`config.mk`:
```
export PLATFORM = sky130hd
export DESIGN_NAME = fp_adder
export DESIGN_NICKNAME = d
export VERILOG_FILES = /design/src/rtl/fp_adder.sv
export SDC_FILE = /design/constraint.sdc
export NUM_CORES = 1
export LEC_CHECK = 0
export BUFFER_PORTS_ARGS = -buffer_cell sky130_fd_sc_hd__buf_2
export CORE_UTILIZATION = 40
export DETAILED_ROUTE_END_ITERATION = 10
export PLACE_DENSITY = 0.66
export SETUP_SLACK_MARGIN = 0.05
export SLEW_MARGIN = 0
export SYNTH_ARGS = -nofsm -noshare
export SYNTH_HDL_FRONTEND = slang
export SYNTH_SLANG_ARGS = --single-unit
```
`constraint.sdc`:
```
create_clock -name clk -period 4.5 [get_ports clk]
set_clock_uncertainty 0.1 [all_clocks]
set_input_delay 0.675 -clock clk [delete_from_list [all_inputs] [get_ports clk]]
set_output_delay 0.675 -clock clk [all_outputs]
set_load 0.02 [all_outputs]
```
`src/rtl/fp_adder.sv`:
```
// Signed fixed-point adder with format alignment and saturation.
// Adds two Q(W_in-W_in_F).W_in_F operands exactly, re-aligns the binary
// point to the output format (zero-fill left shift or truncating arithmetic
// right shift), clamps to the output range and registers the result together
// with the overflow/underflow flags. One clock of latency, no stall.
module fp_adder #(
  parameter int W_in    = 16,
  parameter int W_in_F  = 14,
  parameter int W_out   = 16,
  parameter int W_out_F = 14
) (
  input  logic                    clk,
  input  logic                    reset,
  input  logic signed [W_in-1:0]  a,
  input  logic signed [W_in-1:0]  b,
  output logic signed [W_out-1:0] sum,
  output logic                    overflow,
  output logic                    underflow
);

  // Shift needed to move the binary point from input to output position.
  localparam int SHL = (W_out_F >= W_in_F) ? (W_out_F - W_in_F) : 0;
  localparam int SHR = (W_out_F >= W_in_F) ? 0 : (W_in_F - W_out_F);

  // Intermediate width: holds the left-shifted exact sum and the output
  // limits with one spare bit, so neither the shift nor the limit
  // comparisons can wrap.
  localparam int WA = W_in + 1 + SHL;
  localparam int WW = ((WA > W_out) ? WA : W_out) + 1;

  typedef struct packed {
    logic signed [W_out-1:0] val;
    logic                    ovf;
    logic                    unf;
  } sat_t;

  // Clamp an aligned wide value to the output range and flag which side hit.
  function automatic sat_t saturate(input logic signed [WW-1:0] v);
    logic signed [WW-1:0] max_v;
    logic signed [WW-1:0] min_v;
    sat_t                 r;
    max_v              = '0;
    max_v[W_out-2:0]   = '1;
    min_v              = '1;
    min_v[W_out-2:0]   = '0;
    r.ovf = 1'b0;
    r.unf = 1'b0;
    if (v > max_v) begin
      r.val = max_v[W_out-1:0];
      r.ovf = 1'b1;
    end else if (v < min_v) begin
      r.val = min_v[W_out-1:0];
      r.unf = 1'b1;
    end else begin
      r.val = v[W_out-1:0];
    end
    return r;
  endfunction

  logic signed [W_in:0]    exact;
  logic signed [WW-1:0]    wide;
  logic signed [WW-1:0]    aligned;
  sat_t                    sat_d;

  logic signed [W_out-1:0] sum_q;
  logic                    ovf_q;
  logic                    unf_q;

  // Exact sum, binary-point alignment and saturation of the current operands.
  always_comb begin
    exact   = $signed({a[W_in-1], a}) + $signed({b[W_in-1], b});
    wide    = WW'(exact);
    aligned = (wide <<< SHL) >>> SHR;
    sat_d   = saturate(aligned);
  end

  // ---- stage boundary: result and flags registered together ----
  always_ff @(posedge clk) begin
    if (reset) begin
      sum_q <= '0;
      ovf_q <= 1'b0;
      unf_q <= 1'b0;
    end else begin
      sum_q <= sat_d.val;
      ovf_q <= sat_d.ovf;
      unf_q <= sat_d.unf;
    end
  end

  assign sum       = sum_q;
  assign overflow  = ovf_q;
  assign underflow = unf_q;

endmodule

```
==> Word-level counts from Yosys, hierarchy flattened <==
Cells that the tools add are included.
{ "classes": {"n_addsub": 1, "mul": 0, "div_mod_pow": 0, "n_lt_le_gt_ge": 2, "eq_ne": 0, "n_shift": 0, "n_mux": 4, "n_bitwise": 0, "reduce_logical": 1} }
{ "ops": {"columns": ["op", "n"], "rows": [
  ["adder 16 x 16 -> 17 bit", 1],
  ["> comparator 17 x 16 -> 1 bit (second input constant)", 1],
  ["< comparator 17 x 16 -> 1 bit (second input constant)", 1],
  ["2-to-1 mux 16 bit", 1],
  ["2-to-1 mux 15 bit", 1],
  ["2-to-1 mux 1 bit", 2],
  ["OR reduction 2 bit", 1]
]} }
{ "totals": {"register_bits": 18, "latch_bits": 0, "ram_bits": 0, "rom_bits": 0, "input_bits": 34, "out_inout_bits": 18, "elab_cells": 12, "n_memories": 0} }

==> Depth between registers and ports, before layout <==
Gate-level depths: netlist (run 1).
{ "logic_depth": {"ltp_word": 4, "ltp_mapped": 10, "depth_no_buf": 9} }

==> Least setup slack after synthesis (run 1) <==
Ideal clock, no wire load.
{ "synth_timing": {"path_kind": "input port to flip-flop", "from": "input a[0]", "to": "register sum_q[13], in the netlist sum[13]", "setup_time_ns": 0.138, "arrival_ns": 2.553, "t_required_ns": 4.262, "slack_ns": 1.709, "stages": 10, "path_buffers": 1, "cell_sequence": "ha_1 -> inv_1 -> fa_1 -> nor2b_4 -> o31a_4 -> a2111oi_4 -> o32ai_4 -> a21oi_4 -> buf_6 -> o31ai_2"} }
{ "synth_via": {"elab_chain_cells": 4, "elab_cells_between_ends": 5, "classes_between": "add/sub: 1; order compare: 2; mux: 2"} }
{ "synth_lines": {"columns": ["item", "line", "source"], "rows": [
  ["start, declared", "14", "input logic signed [W_in-1:0] a,"],
  ["adder 16 x 16 -> 17 bit *", "71", "exact = $signed({a[W_in-1], a}) + $signed({b[W_in-1], b});"],
  ["< comparator 17 x 16 -> 1 bit", "51", "end else if (v < min_v) begin"],
  ["2-to-1 mux 16 bit", "51", null],
  ["2-to-1 mux 15 bit *", "48", "if (v > max_v) begin"],
  ["end signal, assigned", "84", "sum_q <= sat_d.val;"],
  ["end, declared", "65", "logic signed [W_out-1:0] sum_q;"]
]} }
Mark *: on every way between the ends. The rest lies on a longest branch, timed or not.
A chain may end at the register's enable or synchronous reset.

==> Worst setup path after layout (run 1) <==
{ "layout_timing": {"from": "input a[0]", "to": "register sum_q[4], in the netlist sum[4]"} }
The elaborated chain is that of the path after synthesis.

==> summary.txt, run 1 <==
Clock network
  • Total CTS buffers: 3
  • Max Buffers Root-to-Sink: 2
  • Htree depth: 1
  • CTS Root Cell: clkbuf_8
  • Post-CTS Setup Bufs: 0
  • CTS tree: done
  • Hold_buf cts: 0
  • Post-CTS Resized: 0
  • Reg clk slew, reported paths: 0.06 ns
  • Sink Count: 18

STA
  • Fin Setup TNS: 0 ns
  • Count of final hold-check violations: 0
  • RSZ-0062 raised after global routing: no
  • Final setup fails: 0
  • Final period utilization: 0.6428
  • Slew headroom: 0.6496
  • Fmax: 345.7 MHz
  • Final worst-path setup slack: 1.607 ns
  • Fin. max-slew vios: 0
  • Worst slew pin tran: 0.5244 ns
  • Fin crit period: 2.893 ns

Power and ir drop
  • Pwr dens: 317.5 nW/um2
  • Total power: 0.5641 mW
  • LEAKAGE: 0.8030 nW
  • Peak supply drop: 0.09706 mV

Floorplan
  • Die width: 62.78 um
  • Initial Utilization: 0.4293
  • Io pins: 52
  • Core Rows: 21
  • Chip Height: 62.78 um
  • Area of the core: 3442 um2
  • Die area: 3941 um2

Logic synthesis
  • Top FF cell, synth: dfxtp_1
  • Most area-consuming cells after synthesis: dfxtp_1 24%, ha_1 14%, o31ai_2 6.8%
  • Post-synthesis cell count: 153
  • Register bit total from synthesis: 18
  • Synth cell count leaders: 18 x dfxtp_1, 16 x ha_1, 10 x a21oi_1, 10 x nor2_1, 9 x nand2_1
  • Most numerous cell in the Yosys netlist: dfxtp_1
  • Ys Warns: 0
  • Distinct cells, synth: 48
  • Cell area after synthesis: 1478 um2
  • Number of synthesized flops with an enable pin: 0
  • Yosys top cell by area: dfxtp_1
  • Post-Syn Nets: 204
  • FFs w/ async S/R, synth: 0
  • Sequential area share after synthesis: 0.2439
  • Top cell type's share of synthesized area: 0.2439
  • Mapped Avg Cell Area: 9.658 um2

Worst setup path
  • Critical Path Max Stage Delay: 0.45 ns
  • Worst-path maximum fanout: 15
  • Worst EP arrival: 2.91 ns
  • WP data required: 4.52 ns
  • Critical path, cell by cell: buf_2, ha_1, inv_1, fa_1, nor2b_4, o31a_4, a2111oi_4, o32ai_4, a21oi_4, o41ai_1
  • Slowest CP cell: a21oi_4
  • CP Capture Type: flop
  • Crit Path Class: in2reg
  • Crit start category: primary input

Layout
  • Ratio of cells with drive above 1 in the final layout: 0.3970
  • # diodes: 0
  • # fillers: 328
  • Syn-to-layout area delta: 20.24%
  • Nets: 252

Routing
  • Routed vias: 1315
  • Final Routed Wirelength: 2.999 mm
  • Detailed-route vias per instance: 5.367
  • DRC viols: 0
  • Antenna-violating nets left: 0
  • Routed length per placed instance: 12.24 um
  • DR iter-0 viols: 41
  • 1st-pass router iterations: 4

Min path
  • Min-delay worst type: in2reg

GRT
  • All-Layer GR Usage: 0.1603
  • Initial antenna violation count: 0
  • Largest net degree at the start of global routing: 17
  • Gr ovfl total: 0
  • Vias in the first global route: 1226
  • Global-route wire length before repair: 5.112 mm

Placement
  • Port Buffers: 51
  • Post-place setup slack: 1.352 ns
  • GP Congestion: 0.7704
  • DP HPWL: 2.502 mm

Flow run
  • Max Cap Viol: 0

Outcome
  • Status: finished clean
per-stage QoR:
stage               utilization  std cells  hold slack, ns  instance area [um2]
CTS                      0.5162        245          0.7110                 1777
global placement         0.5042        242          0.9697                 1735
finish                   0.5162        245          0.7131                 1777
global route             0.5162        245          0.7300                 1777
floorplan                     -        153          0.8416                 1478
detailed placement       0.5042        242          0.9677                 1735
layout make-up:
| type | count | area, um2 | share of cell area |
|---|---|---|---|
| Multi-Input combinational cell | 122 | 1044 | 0.5873 |
| Sequential cell | 18 | 360.3 | 0.2028 |
| Timing Repair Buffer | 51 | 255.2 | 0.1437 |
| Tap cell | 46 | 57.56 | 0.03239 |
| Clock buffer | 3 | 41.29 | 0.02324 |
| Inverter | 5 | 18.77 | 0.01056 |
registers in the layout, summed over array words and instances (netlist names):
| signal | count |
|---|---|
| overflow | 1 |
| sum | 16 |
| underflow | 1 |
report_power, final:
group / leakage [nW] / total, mW / internal (mW) / switching, mW
clock network: 0.0216 / 0.104 / 0.0593 / 0.0450
logic: 0.631 / 0.263 / 0.106 / 0.157
registers: 0.151 / 0.197 / 0.190 / 0.00642
total: 0.803 / 0.564 / 0.356 / 0.209
critical path, delay by kind of cell:
family          cells  cell delay (ns)
compound gates      5             1.53
fa+ha+maj           2             0.45
buf+inv             2             0.18
simple gates        1             0.06
layout by cell type (no fill, tap or decap), types with 5 or more instances in the layout:
master	instances
o31ai_2	8
nor2_1	10
a21o_1	5
a21oi_1	10
dfxtp_1	18
xnor2_1	8
buf_2	51
ha_1	16
nand2_1	9
layer usage:
| metal | vias up | GRT usage | routed length (um) |
|---|---|---|---|
| met5 | - | 0 | 0 |
| met4 | 0 | 0.05233 | 40 |
| met3 | 5 | 0.02007 | 118 |
| met2 | 35 | 0.2921 | 1469 |
| met1 | 607 | 0.1920 | 1371 |
| li1 | 668 | - | - |
kinds of logic after synthesis:
logic type | synth area share
AOI/OAI and AO/OA | 0.3429
and+or+nand+nor | 0.1490
DFF | 0.2439
adders and majority gates | 0.1490
buffers and inverters | 0.04995
xor gates and xnor gates | 0.06520
final timing paths:
check | from | end | depth (start not counted)
setup / recovery | a[0] | sum[4] | 10
hold / removal | reset | sum[15] | 2
No activity file was read; power rests on OpenSTA's default activity.
==> inputs of run 2 (changes only) <==
- PLACE_DENSITY: 0.66 -> 0.69
- clock period: 4.5 -> 2.6 ns (I/O delays scaled with it)
==> summary.txt, run 2 (synthesis results as in run 1) <==
Clock network
  • Reg clk slew, reported paths: 0.06 ns (about the same)
  • Max Buffers Root-to-Sink: 2 (unchanged)
  • Htree depth: 1 (unchanged)
  • CTS tree: done
  • Post-CTS Resized: 0 (unchanged)
  • Hold_buf cts: 0 (unchanged)
  • CTS Root Cell: clkbuf_8
  • Post-CTS Setup Bufs: 0 (unchanged)
  • Total CTS buffers: 3 (unchanged)
  • Sink Count: 18 (unchanged)

Routing
  • Routed vias: 1315 (unchanged)
  • 1st-pass router iterations: 4 (unchanged)
  • Routed length per placed instance: 11.35 um (-7.3%)
  • DRC viols: 0 (unchanged)
  • Detailed-route vias per instance: 5.137 (-4.3%)
  • DR iter-0 viols: 53 (+29%)
  • Antenna-violating nets left: 0 (unchanged)
  • Final Routed Wirelength: 2.905 mm (-3.1%)

Layout
  • Final instance area: 1878 um2 (+5.7%)
  • Number of flip-flops under the largest register name: 16 (unchanged)
  • # diodes: 0 (unchanged)
  • Core Util, Final: 0.5456 (+0.02944)
  • Ratio of cells with drive above 1 in the final layout: 0.4286 (+0.03159)
  • Cell Count, Final, Fillers Out: 256 (+4.5%)
  • Nets: 262 (+4.0%)
  • Syn-to-layout area delta: 27.10%
  • Commonest cells after routing, fill and taps aside: 51 x buf_2, 18 x dfxtp_1, 16 x ha_1
  • Most common cell after layout, fill and taps aside: buf_2

STA
  • Worst hold slack: 0.4390 ns (-0.2741 ns)
  • Fmax: 425.3 MHz
  • Fin. max-slew vios: 0 (unchanged)
  • Fin crit period: 2.352 ns
  • Slew headroom: 0.7570 (+0.1074)
  • Final setup fails: 0 (unchanged)
  • Final period utilization: 0.9044
  • Worst slew pin tran: 0.3645 ns (-0.1599 ns)
  • RSZ-0062 raised after global routing: no
  • Count of final hold-check violations: 0 (unchanged)

Floorplan
  • Chip Height: 62.78 um (unchanged)
  • Die area: 3941 um2 (unchanged)
  • Area of the core: 3442 um2 (unchanged)
  • Io pins: 52 (unchanged)
  • Core Rows: 21 (unchanged)
  • Die width: 62.78 um (unchanged)
  • Initial Utilization: 0.4293 (unchanged)

GRT
  • Global-route wire length before repair: 4.885 mm (-4.4%)
  • Vias in the first global route: 1190 (-2.9%)
  • All-Layer GR Usage: 0.1504 (-0.009938)
  • Largest net degree at the start of global routing: 17 (unchanged)
  • Initial antenna violation count: 0 (unchanged)
  • Gr ovfl total: 0 (unchanged)

Min path
  • Min-delay worst type: in2reg
  • Worst hold start: reset

Worst setup path
  • Worst-path maximum fanout: 15 (unchanged)
  • Crit start category: primary input
  • Crit path max-delay family: compound AO/OA/AOI/OAI gates
  • Crit path launch: a[10]
  • CP bufs+invs: 2 (unchanged)
  • Critical path, cell by cell: buf_2, ha_1, nand4_1, nor2_2, a2111oi_4, o32ai_4, a21oi_4, buf_12, o41ai_1
  • Crit Path Class: in2reg
  • Slowest CP cell: o32ai_4
  • WP data required: 2.64 ns (-1.88 ns)
  • Worst EP arrival: 2.39 ns (-0.52 ns)
  • CP Capture Type: flop
  • Critical Path Max Stage Delay: 0.41 ns (-0.04 ns)

Power and ir drop
  • Peak supply drop: 0.1804 mV (+86%)
  • LEAKAGE: 0.8623 nW (+7.4%)
  • Total power: 1.036 mW (+84%)
  • Pwr dens: 551.5 nW/um2 (+74%)

Placement
  • Port Buffers: 51 (unchanged)
  • Post-DP Area: 1823 um2 (+5.0%)
  • Dpl cells: 252 (+4.1%)
  • DP HPWL: 2.449 mm (-2.1%)
  • GP Congestion: 0.7609 (-1.2%)

Outcome
  • Status: finished clean

Flow run
  • Max Cap Viol: 0 (unchanged)
run 2: changes by cell type in the layout (fill, tap and decap cells not counted):
cell / before / now
clkbuf_8: 3 / 4
buf_12: 0 / 1
buf_4: 0 / 9
run 2: worst paths after layout:
| kind | depth (start not counted) | end | slack, ns |
|---|---|---|---|
| worst max-delay path | 9 | sum[2] | 0.25 |
| worst min-delay path | 2 | sum[15] | 0.44 |
run 2: per-layer routing:
| layer | track usage | up-vias | part of all wire |
|---|---|---|---|
| li1 | - | 689 | - |
| met1 | 0.1933 | 595 | 0.51 |
| met2 | 0.2649 | 31 | 0.46 |
| met3 | 0.01825 | 0 | 0.028 |
| met4 | 0.03488 | 0 | 0 |
| met5 | 0 | - | 0 |
run 2: cell type report:
class	instances	area, um2
Sequential cell	18	360.3
Clock buffer	4	55.05
Inverter	5	18.77
Timing Repair Buffer	61	342.8
Multi-Input combinational cell	122	1044
Tap cell	46	57.56
Fill cell	324	1564
run 2: stage by stage:
| step | setup TNS [ns] | worst slack (ns) |
|---|---|---|
| 2_1_floorplan | 0 | 0.09360 |
| 3_3_place_gp | 0 | 0.03256 |
| 3_5_place_dp | -0.03454 | -0.03454 |
| 4_1_cts | 0 | 0.2250 |
| 5_1_grt | 0 | 0.1317 |
| 6_report | 0 | 0.2485 |
run 2: report_power, final:
part,leakage (nW),internal [mW],switching [mW]
logic,0.683,0.205,0.276
registers,0.151,0.329,0.0110
clock network,0.0288,0.134,0.0811
total,0.862,0.668,0.368
==> inputs of run 3 (changes only) <==
- CORE_ASPECT_RATIO: not set -> 0.7
==> summary.txt, run 3 (synthesis results as in run 1) <==
Outcome
  • Status: finished clean

Worst setup path
  • Crit Path Class: in2reg
  • WP data required: 2.62 ns (-0.02 ns)
  • CP Capture Type: flop
  • Crit path depth: 9 (unchanged)
  • Critical Path Max Stage Delay: 0.43 ns (+0.02 ns)
  • Crit path launch: a[10]
  • CP bufs+invs: 2 (unchanged)
  • Worst-path maximum fanout: 15 (unchanged)
  • Crit path max-delay family: compound AO/OA/AOI/OAI gates
  • Critical path, cell by cell: buf_2, ha_1, a21o_1, a31oi_2, o221ai_2, or3_4, a21oi_4, buf_12, o31ai_1
  • Crit start category: primary input
  • Slowest CP cell: or3_4
  • Worst EP arrival: 2.34 ns (-0.05 ns)
  • Crit path capture: sum[11]

Clock network
  • CTS tree: done
  • Post-CTS Setup Bufs: 0 (unchanged)
  • CTS Root Cell: clkbuf_8
  • Sink Count: 18 (unchanged)
  • Post-CTS Resized: 0 (unchanged)
  • Hold_buf cts: 0 (unchanged)
  • Total CTS buffers: 3 (unchanged)
  • Reg clk slew, reported paths: 0.06 ns (about the same)
  • Htree depth: 1 (unchanged)
  • Max Buffers Root-to-Sink: 2 (unchanged)

STA
  • Final setup fails: 0 (unchanged)
  • Slew headroom: 0.7541 (-0.002827)
  • Fin. max-slew vios: 0 (unchanged)
  • Worst slew pin tran: 0.3688 ns (+0.004241 ns)
  • RSZ-0062 raised after global routing: no
  • Worst hold slack: 0.4367 ns (-0.002236 ns)
  • Fmax: 430.7 MHz (+1.3%)
  • Final period utilization: 0.8930 (-0.01138)
  • Fin Setup TNS: 0 ns (unchanged)
  • Count of final hold-check violations: 0 (unchanged)
  • Fin crit period: 2.322 ns (-0.02959 ns)

Routing
  • Routed vias: 1318 (+0.23%)
  • Final Routed Wirelength: 3.075 mm (+5.9%)
  • DR iter-0 viols: 50 (-5.7%)
  • Antenna-violating nets left: 0 (unchanged)
  • DRC viols: 0 (unchanged)
  • 1st-pass router iterations: 4 (unchanged)
  • Routed length per placed instance: 11.78 um (+3.8%)
  • Detailed-route vias per instance: 5.050 (-1.7%)

Flow run
  • Max Cap Viol: 0 (unchanged)

Power and ir drop
  • Int Pwr: 0.6699 mW (+0.27%)
  • Combinational share of power: 0.466 (+0.002)
  • Sw frac: 0.3620 (+0.007001)
  • Peak supply drop: 0.3272 mV (+81%)
  • Pwr dens: 555.4 nW/um2 (+0.70%)
  • Power share of the clock group: 0.210 (+0.002)
  • Share of total power in sequential cells: 0.324 (-0.005)
  • Sw Pwr: 0.3800 mW (+3.4%)
  • LEAKAGE: 0.8671 nW (+0.56%)

Floorplan
  • Initial Utilization: 0.4179 (-0.01139)
  • Die width: 74.65 um (+19%)
  • Core Rows: 18 (-14%)
  • Chip Height: 52.85 um (-16%)
  • Area of the core: 3536 um2 (+2.7%)
  • Die area: 3945 um2 (about the same)
  • Io pins: 52 (unchanged)

Min path
  • Min-delay worst type: in2reg

Layout
  • Nets: 263 (+0.38%)
  • # fillers: 346 (+6.8%)
  • Syn-to-layout area delta: 27.94%
  • Number of flip-flops under the largest register name: 16 (unchanged)
  • Commonest cells after routing, fill and taps aside: 51 x buf_2, 18 x dfxtp_1, 16 x ha_1
  • Area of the multi-input gates: 1044 um2 (unchanged)
  • Cell Count, Final, Fillers Out: 261 (+2.0%)
  • Ratio of cells with drive above 1 in the final layout: 0.4313 (+0.002708)
  • FF+latch area: 360.3 um2 (unchanged)
  • Most common cell after layout, fill and taps aside: buf_2
  • # diodes: 0 (unchanged)

GRT
  • Gr ovfl total: 0 (unchanged)
  • Global-route wire length before repair: 4.885 mm (unchanged)
  • All-Layer GR Usage: 0.1638 (+0.01342)
  • Largest net degree at the start of global routing: 17 (unchanged)
  • Vias in the first global route: 1074 (-9.7%)
  • Initial antenna violation count: 0 (unchanged)

Placement
  • DP HPWL: 2.628 mm (+7.3%)
  • Dpl cells: 257 (+2.0%)
  • Port Buffers: 51 (unchanged)
  • GP Congestion: 0.8952 (+18%)
run 3: layout make-up:
class	instances	share of cell area
Multi-Input combinational cell	122	0.5520
Sequential cell	18	0.1906
Timing Repair Buffer	62	0.1853
Tap cell	50	0.03309
Clock buffer	4	0.02912
Inverter	5	0.009927
run 3: through the flow:
stage / worst slack (ns) / power [mW] / area [um2] / util
after global routing: 0.1038 / 1.122 / 1891 / 0.5347
after detailed placement: -0.02053 / 0.8342 / 1836 / 0.5191
final: 0.2781 / 1.050 / 1891 / 0.5347
after CTS: 0.2297 / 1.054 / 1891 / 0.5347
after floorplan: 0.09360 / 0.6922 / 1478 / -
after global placement: 0.03141 / 0.8304 / 1836 / 0.5191
run 3: how the worst min path moves through the flow:
stage,start,end,slack [ns],cells after the start
6_report,reset,sum[15],0.44,2
5_1_grt,reset,sum[15],0.47,2
4_1_cts,reset,sum[15],0.44,2
3_5_place_dp,reset,sum[15],0.69,2
3_3_place_gp,sum[0],sum[0],0.70,1
2_1_floorplan,b[0],sum[0],0.56,3
run 3: power groups by stage:
stage | sequential, mW | combinational (mW) | clock [mW]
CTS | 0.341 | 0.490 | 0.223
floorplan | 0.418 | 0.274 | 0
detailed placement | 0.347 | 0.487 | 0
global placement | 0.347 | 0.484 | 0
finish | 0.340 | 0.489 | 0.221
global route | 0.347 | 0.535 | 0.240
run 3: routing by layer:
metal | GRT usage | part of all wire | up-vias
met3 | 0.01333 | 0.037 | 4
met4 | 0.04717 | 0.0094 | 0
met5 | 0 | 0 | -
li1 | - | - | 692
met2 | 0.2447 | 0.41 | 32
met1 | 0.2466 | 0.55 | 590
